## src/rtl/rock_core_pkg.sv

```systemverilog
// -----------------------------------------------------------------------------
// rock_core_pkg
// Shared definitions for the rock core front end: data widths, the canonical
// NOP, the fetch FSM state encoding and the {pc, instruction} buffer entry.
// -----------------------------------------------------------------------------
package rock_core_pkg;

  localparam int XLEN = 32;
  localparam int ILEN = 32;

  // addi x0, x0, 0 -- presented to decode whenever no real instruction is held.
  localparam logic [ILEN-1:0] NOP_INSTRUCTION = 32'h0000_0013;

  typedef enum logic [1:0] {
    FETCH_IDLE = 2'd0,
    FETCH_RUN  = 2'd1,
    FETCH_HALT = 2'd2
  } fetch_state_e;

  typedef struct packed {
    logic [XLEN-1:0] pc;
    logic [ILEN-1:0] instr;
  } fetch_entry_t;

  // Instruction fetches are word-granular; any low address bit set is illegal.
  function automatic logic is_misaligned(input logic [XLEN-1:0] addr);
    return addr[1:0] != 2'b00;
  endfunction

endpackage

```

## src/rtl/fetch_fifo.sv

```systemverilog
// -----------------------------------------------------------------------------
// fetch_fifo
// Synchronous FIFO of fetched {pc, instruction} entries with flush.
// The head entry is visible combinationally, so a word pushed on one edge can
// be handed to decode in the very next cycle.
// Ports:
//   clk, rst        clock, asynchronous active-high reset
//   i_push/i_data   write an entry (ignored while flushing)
//   i_pop           remove the head entry (ignored when empty or flushing)
//   i_flush         discard every entry
//   o_data          head entry
//   o_count         number of valid entries
//   o_empty/o_full  occupancy flags
// -----------------------------------------------------------------------------
module fetch_fifo
  import rock_core_pkg::*;
#(
  parameter int DEPTH = 2
) (
  input  logic                   clk,
  input  logic                   rst,
  input  logic                   i_push,
  input  fetch_entry_t           i_data,
  input  logic                   i_pop,
  input  logic                   i_flush,
  output fetch_entry_t           o_data,
  output logic [$clog2(DEPTH):0] o_count,
  output logic                   o_empty,
  output logic                   o_full
);

  localparam int AW = $clog2(DEPTH);

  fetch_entry_t   r_mem [DEPTH];
  logic [AW-1:0]  r_wr_ptr;
  logic [AW-1:0]  r_rd_ptr;
  logic [AW:0]    r_count;

  logic w_push;
  logic w_pop;

  assign o_empty = (r_count == '0);
  assign o_full  = (r_count == (AW+1)'(DEPTH));
  assign o_data  = r_mem[r_rd_ptr];
  assign o_count = r_count;

  assign w_pop  = i_pop && !o_empty && !i_flush;
  // A full buffer may still accept a push in the same cycle its head leaves.
  assign w_push = i_push && !i_flush && (!o_full || w_pop);

  // NOTE: storage has no reset; only the pointers and count define validity,
  // so leaving the array unreset keeps it a plain RAM with no reset fan-out.
  always_ff @(posedge clk) begin
    if (w_push) begin
      r_mem[r_wr_ptr] <= i_data;
    end
  end

  // NOTE: all state registers use non-blocking assignments so every flop
  // samples pre-edge values regardless of statement order.
  always_ff @(posedge clk or posedge rst) begin
    if (rst) begin
      r_wr_ptr <= '0;
      r_rd_ptr <= '0;
      r_count  <= '0;
    end else if (i_flush) begin
      r_wr_ptr <= '0;
      r_rd_ptr <= '0;
      r_count  <= '0;
    end else begin
      if (w_push) r_wr_ptr <= r_wr_ptr + 1'b1;
      if (w_pop)  r_rd_ptr <= r_rd_ptr + 1'b1;
      unique case ({w_push, w_pop})
        2'b10:   r_count <= r_count + 1'b1;
        2'b01:   r_count <= r_count - 1'b1;
        default: r_count <= r_count;
      endcase
    end
  end

endmodule

```

## src/rtl/instruction_fetch_unit.sv

```systemverilog
// -----------------------------------------------------------------------------
// instruction_fetch_unit
// Owns the PC, issues in-order instruction-memory reads, buffers returned
// words and hands {instruction, pc} to decode over a valid/ready handshake.
// Execute can redirect the PC; words already in flight at a redirect are
// dropped as they return. A redirect to a non-word-aligned target halts fetch
// until reset and raises the sticky fetch_misaligned flag.
// Ports:
//   clk, rst                       clock, asynchronous active-high reset
//   imem_req_valid/ready/addr      read request channel (addr = PC)
//   imem_resp_valid/data           in-order read data, >=1 cycle after accept
//   redirect_valid/target          PC change from execute
//   if_valid/ready                 handshake towards decode
//   if_instruction/if_pc           head instruction and its address
//   fetch_misaligned               sticky misaligned-redirect flag
// -----------------------------------------------------------------------------
module instruction_fetch_unit
  import rock_core_pkg::*;
#(
  parameter logic [XLEN-1:0] RESET_PC        = 32'h0000_0000,
  parameter int              FIFO_DEPTH      = 2,
  parameter int              MAX_OUTSTANDING = 2
) (
  input  logic            clk,
  input  logic            rst,
  output logic            imem_req_valid,
  input  logic            imem_req_ready,
  output logic [XLEN-1:0] imem_req_addr,
  input  logic            imem_resp_valid,
  input  logic [ILEN-1:0] imem_resp_data,
  input  logic            redirect_valid,
  input  logic [XLEN-1:0] redirect_target,
  output logic            if_valid,
  input  logic            if_ready,
  output logic [ILEN-1:0] if_instruction,
  output logic [XLEN-1:0] if_pc,
  output logic            fetch_misaligned
);

  localparam int OW  = $clog2(MAX_OUTSTANDING + 1);
  localparam int CW  = $clog2(FIFO_DEPTH) + 1;
  localparam int AQW = (MAX_OUTSTANDING > 1) ? $clog2(MAX_OUTSTANDING) : 1;

  fetch_state_e    r_state;
  logic [XLEN-1:0] r_pc;
  logic [OW-1:0]   r_outstanding;
  logic [OW-1:0]   r_drop_count;
  logic            r_misaligned;

  // Address of every accepted request, consumed as its response returns.
  logic [XLEN-1:0] r_aq [MAX_OUTSTANDING];
  logic [AQW-1:0]  r_aq_wr;
  logic [AQW-1:0]  r_aq_rd;

  logic            w_run;
  logic            w_redirect;
  logic            w_credit_ok;
  logic            w_accept;
  logic            w_resp_drop;
  logic            w_push;
  logic            w_pop;
  logic            w_flush;
  logic [OW-1:0]   w_out_next;
  fetch_entry_t    w_push_entry;
  fetch_entry_t    w_fifo_head;
  logic [CW-1:0]   w_fifo_count;
  logic            w_fifo_empty;
  logic            w_fifo_full;

  function automatic logic [AQW-1:0] aq_next(input logic [AQW-1:0] ptr);
    return (ptr == AQW'(MAX_OUTSTANDING - 1)) ? '0 : ptr + 1'b1;
  endfunction

  assign w_run      = (r_state == FETCH_RUN);
  assign w_redirect = w_run && redirect_valid;

  // Output side: the handshake is masked while a redirect is being taken.
  assign if_valid       = w_run && !redirect_valid && !w_fifo_empty;
  assign w_pop          = if_valid && if_ready;
  assign if_instruction = w_fifo_empty ? NOP_INSTRUCTION : w_fifo_head.instr;
  assign if_pc          = w_fifo_empty ? '0 : w_fifo_head.pc;

  // Credit: every in-flight word must have a buffer slot waiting for it. The
  // slot freed by a pop this cycle counts, which keeps a depth-2 buffer
  // streaming one instruction per cycle against a single-cycle memory.
  assign w_credit_ok = (int'(r_outstanding) + int'(w_fifo_count) - int'(w_pop)) < FIFO_DEPTH;

  assign imem_req_valid = w_run && !redirect_valid && w_credit_ok &&
                          (int'(r_outstanding) < MAX_OUTSTANDING);
  assign imem_req_addr  = r_pc;
  assign w_accept       = imem_req_valid && imem_req_ready;

  assign w_out_next  = r_outstanding + OW'(w_accept) - OW'(imem_resp_valid);
  assign w_resp_drop = imem_resp_valid && (r_drop_count != '0);
  assign w_push      = imem_resp_valid && !w_resp_drop && w_run && !redirect_valid;
  assign w_flush     = w_redirect || (r_state == FETCH_HALT);

  assign w_push_entry = '{pc: r_aq[r_aq_rd], instr: imem_resp_data};

  assign fetch_misaligned = r_misaligned;

  fetch_fifo #(
    .DEPTH (FIFO_DEPTH)
  ) u_fifo (
    .clk     (clk),
    .rst     (rst),
    .i_push  (w_push),
    .i_data  (w_push_entry),
    .i_pop   (w_pop),
    .i_flush (w_flush),
    .o_data  (w_fifo_head),
    .o_count (w_fifo_count),
    .o_empty (w_fifo_empty),
    .o_full  (w_fifo_full)
  );

  always_ff @(posedge clk) begin
    if (w_accept) begin
      r_aq[r_aq_wr] <= r_pc;
    end
  end

  always_ff @(posedge clk or posedge rst) begin
    if (rst) begin
      r_aq_wr <= '0;
      r_aq_rd <= '0;
    end else begin
      if (w_accept)        r_aq_wr <= aq_next(r_aq_wr);
      if (imem_resp_valid) r_aq_rd <= aq_next(r_aq_rd);
    end
  end

  // Fetch control: FSM, PC, in-flight and drop counters.
  always_ff @(posedge clk or posedge rst) begin
    if (rst) begin
      r_state       <= FETCH_IDLE;
      r_pc          <= RESET_PC;
      r_outstanding <= '0;
      r_drop_count  <= '0;
      r_misaligned  <= 1'b0;
    end else begin
      r_outstanding <= w_out_next;
      unique case (r_state)
        FETCH_IDLE: r_state <= FETCH_RUN;
        FETCH_RUN: begin
          if (redirect_valid) begin
            // Everything still in flight after this edge belongs to the old path.
            r_drop_count <= w_out_next;
            if (is_misaligned(redirect_target)) begin
              r_misaligned <= 1'b1;
              r_state      <= FETCH_HALT;
            end else begin
              r_pc <= redirect_target;
            end
          end else begin
            if (w_accept)    r_pc         <= r_pc + 32'd4;
            if (w_resp_drop) r_drop_count <= r_drop_count - 1'b1;
          end
        end
        FETCH_HALT: begin
          if (w_resp_drop) r_drop_count <= r_drop_count - 1'b1;
        end
        default: r_state <= FETCH_IDLE;
      endcase
    end
  end

  // A response with nothing in flight breaks the memory protocol.
  a_resp_in_flight: assert property (@(posedge clk) disable iff (rst)
    imem_resp_valid |-> (r_outstanding != '0));

  // The credit check must make a push into a full buffer impossible.
  a_no_overflow: assert property (@(posedge clk) disable iff (rst)
    w_push |-> (!w_fifo_full || w_pop));

endmodule
```

## config.mk

```make
export PLATFORM = sky130hd
export DESIGN_NAME = instruction_fetch_unit
export DESIGN_NICKNAME = d
export VERILOG_FILES = /design/src/rtl/rock_core_pkg.sv /design/src/rtl/fetch_fifo.sv /design/src/rtl/instruction_fetch_unit.sv
export SDC_FILE = /design/constraint.sdc
export NUM_CORES = 1
export LEC_CHECK = 0
export ABC_AREA = 1
export CAP_MARGIN = 10
export CORE_MARGIN = 2
export CORE_UTILIZATION = 27
export DETAILED_ROUTE_END_ITERATION = 8
export DONT_BUFFER_PORTS = 1
export PLACE_DENSITY = 0.4
export SLEW_MARGIN = 10
export SYNTH_ARGS = -nofsm -noshare
export SYNTH_HDL_FRONTEND = slang
export SYNTH_HIERARCHICAL = 1
export SYNTH_SLANG_ARGS = --single-unit
export TNS_END_PERCENT = 50
```

## constraint.sdc

```tcl
create_clock -name clk -period 6 [get_ports clk]
set_input_delay 1.2 -clock clk [delete_from_list [all_inputs] [get_ports clk]]
set_output_delay 1.2 -clock clk [all_outputs]
set_load 0.005 [all_outputs]
```

== Yosys cells after proc, flatten, opt, wreduce, memory -nomap -nowiden ==
Memories as Yosys holds them, arrays and structs flattened.
Cells that the tools add are included.
Cells by class
  $add $sub $neg: 12
  magnitude comparators: 2
  eq/ne operators: 8
  mux-type cells: 23
  bitwise operators: 1
  reduce and logical (&&, ||, !) cells: 34
Operators with widths (number)
  $mux W32: 5
  $add A32 B3 Y32 const B: 1
  $logic_and A1 B1 Y1: 15
  $reduce_bool A2 Y1: 6
  $mux W1: 10
  $mux W2: 5
  $reduce_and A3 Y1: 3
  $pmux W2 S2: 2
  $eq A2 B2 Y1 const B: 3
  $pmux W2 S3: 1
  $logic_not A1 Y1: 5
  $add A1 B1 Y1 const B: 4
  $eq A2 B1 Y1 const B: 2
  $logic_not A2 Y1: 2
  $lt A4 B3 Y1 const B: 1
  $ne A2 B2 Y1 const B: 2
  $sub A2 B1 Y2 const B: 2
  $sub A3 B1 Y4: 1
  $add A2 B2 Y3: 1
  $reduce_bool A3 Y1: 1
  $add A2 B1 Y2: 1
  $add A2 B1 Y2 const B: 1
  $logic_or A1 B1 Y1: 2
  $lt A2 B2 Y1 const B: 1
  3 further kinds: 3
Word-level totals
  bits in registers: 45
  bits in writable memories: 192
  bits of input ports: 70
  output and inout port bits: 99
  word-level logic and storage cells: 92
  memories: 2
Memories
  u_fifo.r_mem: depth 2, width 64, read ports 1, clocked after memory_dff 0, write ports 1, line fetch_fifo.sv:34  | fetch_entry_t r_mem [DEPTH];
  r_aq: depth 2, width 32, read ports 1, clocked after memory_dff 0, write ports 1, line instruction_fetch_unit.sv:51  | logic [XLEN-1:0] r_aq [MAX_OUTSTANDING];

== Logic depth before layout (Yosys ltp) ==
  depth in word-level cells: 13
  mapped depth: 20

== By module ==
Netlist, hierarchy kept.
By module, submodules not included
  instruction_fetch_unit: instances 1, cells each 722, area an instance 5899.4 um^2, sequential area each 2947.8 um^2
  fetch_fifo: instances 1, cells each 374, area an instance 4904.7 um^2, sequential area each 3943.8 um^2

== Least setup slack after synthesis ==
No wires, ideal clock.
  path kind: in2reg
  from: input redirect_valid
  to: memory u_fifo/r_mem[0][0] in the netlist's numbering (enable)
  library setup time: 0.487 ns
  arrival: 4.736 ns
  required time: 5.513 ns
  setup slack: 0.777 ns
  stages on the path: 5
  path buffers: 0
  path through: inv_4 -> nand2_1 -> nor3b_1 -> o211ai_2 -> nor2_1
Between the ends
  word-level cells in the longest chain between the ends: 10
  elaborated cells between the ends (all ways): 15
  those cells by class: mux (2); reduce/logical (13)
Ends and longest elaborated chain
  from (decl): line instruction_fetch_unit.sv:31  | input logic redirect_valid,
  $logic_not A1 Y1: line instruction_fetch_unit.sv:78  | assign if_valid = w_run && !redirect_valid && !w_fifo_empty;
  $logic_and A1 B1 Y1 (2 in series): line instruction_fetch_unit.sv:78
  $logic_and A1 B1 Y1: line instruction_fetch_unit.sv:79  | assign w_pop = if_valid && if_ready;
  via w_pop: line instruction_fetch_unit.sv:61  | logic w_pop;
  $logic_and A1 B1 Y1 (2 in series): line fetch_fifo.sv:47  | assign w_pop = i_pop && !o_empty && !i_flush;
  $logic_or A1 B1 Y1: line fetch_fifo.sv:49  | assign w_push = i_push && !i_flush && (!o_full || w_pop);
  $logic_and A1 B1 Y1: line fetch_fifo.sv:49
  $mux W1: line fetch_fifo.sv:54  | if (w_push) begin
  $mux W1 (not written as such): line fetch_fifo.sv:55  | r_mem[r_wr_ptr] <= i_data;
  to (decl): line fetch_fifo.sv:34
The timed path passes the listed nets, and every way through them passes these cells.

== Worst setup path in the final report ==
  from: register r_state[1]
  to: output imem_req_valid
Between the ends
  word-level cells in the longest chain between the ends: 8
Ends and longest elaborated chain
  from (decl): line instruction_fetch_unit.sv:44  | fetch_state_e r_state;
  from (signal assigned): line instruction_fetch_unit.sv:136  | r_state <= FETCH_IDLE;
  from (signal assigned): line instruction_fetch_unit.sv:144  | FETCH_IDLE: r_state <= FETCH_RUN;
  from (signal assigned): line instruction_fetch_unit.sv:151  | r_state <= FETCH_HALT;
  $eq A2 B1 Y1: line instruction_fetch_unit.sv:74  | assign w_run = (r_state == FETCH_RUN);
  $logic_and A1 B1 Y1 (2 in series): line instruction_fetch_unit.sv:78
  $logic_and A1 B1 Y1: line instruction_fetch_unit.sv:79
  via w_pop: line instruction_fetch_unit.sv:61
  $sub A3 B1 Y4: line instruction_fetch_unit.sv:86  | assign w_credit_ok = (int'(r_outstanding) + int'(w_fifo_count) - int'(w_pop)) < FIFO_DEPTH;
  $lt A4 B3 Y1: line instruction_fetch_unit.sv:86
  $logic_and A1 B1 Y1 (2 in series): line instruction_fetch_unit.sv:88  | assign imem_req_valid = w_run && !redirect_valid && w_credit_ok &&
  to (decl): line instruction_fetch_unit.sv:26  | output logic imem_req_valid,
The timed path passes the listed nets, and every way through them passes these cells.

==> summary.txt <==
STA
  • Relative slew slack: approximately a third
  • Max Clk Rate: between 200 and 250 MHz
  • Clock Skews: 0.0141 ns
  • Max-slew violations: 0
  • RSZ-0062 raised after global routing: false
  • Period utilisation layout: around 80%
  • Final setup fails: 0
  • Setup WS post-layout: 1.34 ns
  • Final-report hold violation count: 0
  • Setup TNS Final: 0 ns
  • Tmin final: approximately 4.7 ns
  • Worst-Margin Slew: 1.02 ns

Worst setup path
  • CP Capture Type: output pin
  • CP Launch Point: r_state[1]
  • Element type at the critical path start: flop
  • Crit Reg-Reg Startpoint: r_state[1]
  • Crit path kind: reg2out
  • Arrival time worst endpoint: between 3 and 4 ns
  • Top fanout value on the critical path: 5
  • Critical Path RT: 4.80 ns
  • Reg2reg end: imem_req_addr[24]
  • Reg2reg setup slack: about 1.8 ns
  • Worst-case reg-to-reg path depth: 16

Placement
  • IO Port Bufs: 0
  • GPL Wtd Cong: between 0.7 and 0.8
  • Post-DP HPWL: between 15000 and 20000 um
  • Pre-CTS setup slack: 1.26 ns

Clock tree
  • CTS tree: done
  • Post_cts resized: 0
  • Num CTS Buffers: 29
  • Worst-path clk slew: approximately 0.060 ns
  • Clock buffer depth: 3
  • Worst skew pair latency: 0.55 ns
  • Clock Sinks: between 200 and 250
  • Root Buffer: clkbuf_16
  • Setup bufs post-CTS: 0
  • Post-CTS Hold Fix Bufs: 0
  • H-tree lvl count: 1

Global route
  • GRT Residual Overflow: 0
  • First-pass GRT wire length: a little over 40000 um
  • GRT Overall Usage: about an eighth
  • Initial antenna violation count: 0
  • Number of global-route vias before repair: around 6600
  • Largest net degree at the start of global routing: 66

Job
  • Max Cap Violations: 0

Die
  • Die W: between 200 and 250 um
  • Ports: 169
  • Initial Utilization: a little over a quarter
  • Die Footprint: roughly 0.042 mm^2
  • Placement row count: 73
  • Die Y: about 200 um
  • Core Box Area: ~0.04 mm^2

Route
  • DR vias/cell: around 4.3
  • First drt pass iteration count: 5
  • Total number of vias: 7029
  • Routed length per instance: around 17 um
  • Starting DRT DRC Count: between 300 and 400
  • Total routed wirelength: roughly 27000 um
  • DRC violations left: 0
  • Antenna-violating nets left: 0

Power and ir drop
  • Leak pwr: 4.95 nW
  • Peak supply drop: 0.188 mV
  • Power per cell area: 420 mW/mm^2

Worst hold path
  • Hold/Removal Path Class: in2async

Outcome
  • Status: completed

Synthesis
  • Post-synthesis average cell area: between 9 and 10 um^2
  • Post-synth net total: approximately 1200
  • Post-Syn Instances: between 1000 and 1500
  • Syn. warnings: 6
  • Syn Std Cell Area: approximately 0.011 mm^2

Cells and area
  • Layout Area Growth over Synthesis: 13.1%
  • Fin nets: approximately 1200
  • Fillers: 4111
  • Fraction of final layout cells sized beyond drive strength 1: roughly a tenth
  • Ant. Diodes: 0
[worst max-delay path, cell delays in order, from the launching register on]
cell and delay [ns]:
dfrtp_1 0.37, inv_1 0.12, ha_1 0.26, nand2_1 0.15, nor3b_1 0.60, ha_1 0.34, inv_1 0.07, nand2_1 0.06
fa_1 0.46, a21oi_1 0.25, nor2_4 0.06, and2_1 0.18
[area by class of cell]
class	instances	area (um^2)	share of cell area [%]
clock inverter	13	70.1	0.574
clock buffer	39	773	6.33
tap	525	657	5.38
inverter	123	464	3.80
timing repair buffer	9	67.6	0.553
sequential	237	6890	56.4
multi-input combinational	698	3290	26.9
[power by group]
part           switching [mW]  total (mW)  internal (mW)
combinational           0.789        1.19          0.401
clock                   0.653        1.55          0.897
sequential              0.345        2.39           2.05
[layout by cell type, fill, tap and decap left out, types with 6 or more instances in the layout]
cell / count
nand2_1: 388
edfxtp_1: 192
nor2_1: 143
inv_1: 116
dfrtp_1: 44
nand3_1: 36
mux2_2: 32
clkbuf_16: 29
o21ai_0: 18
a21oi_1: 12
ha_1: 11
clkbuf_1: 9
buf_4: 9
xor2_1: 7
clkinv_1: 7
or2_2: 6
o211ai_1: 6
[worst max path at each step]
| stage | cells past startpoint | to |
|---|---|---|
| 2_1_floorplan | 5 | u_fifo/r_mem[0][0] |
| 3_3_place_gp | 15 | imem_req_addr[30] |
| 6_report | 11 | imem_req_valid |
| 4_1_cts | 11 | imem_req_valid |
| 3_5_place_dp | 15 | imem_req_addr[24] |
| 5_1_grt | 11 | imem_req_valid |
[per-stage QoR]
| stage | cells | power, mW | instance area [um^2] | util (%) | hold slack [ns] |
|---|---|---|---|---|---|
| after CTS | 1644 | 5.25 | 12200 | 30.8 | 0.408 |
| after global routing | 1644 | 5.50 | 12200 | 30.8 | 0.426 |
| final | 1644 | 5.13 | 12200 | 30.8 | 0.440 |
| after floorplan | 1095 | 3.21 | 10800 | - | 0.459 |
| after detailed placement | 1592 | 3.66 | 11400 | 28.7 | 0.501 |
| after global placement | 1592 | 3.65 | 11400 | 28.7 | 0.495 |
[metal layers]
metal  wire length (um)  vias up  track usage, %
li1                   -     3523               -
met1              12500     3314            17.5
met2              12700      157            21.1
met3               1700       35            2.89
met4                558        0            3.83
met5                  0        -               0
[sequential cells by signal, summed over array words and instances (netlist names)]
| name | flops |
|---|---|
| r_aq_rd | 1 |
| r_aq_wr | 1 |
| r_state | 2 |
| imem_req_addr | 32 |
| u_fifo/o_count | 2 |
| r_aq | 64 |
| u_fifo/r_wr_ptr | 1 |
| r_outstanding | 2 |
| fetch_misaligned | 1 |
| u_fifo/r_mem | 128 |
| r_drop_count | 2 |
| u_fifo/r_rd_ptr | 1 |
Power figures use the tool's default switching activity.
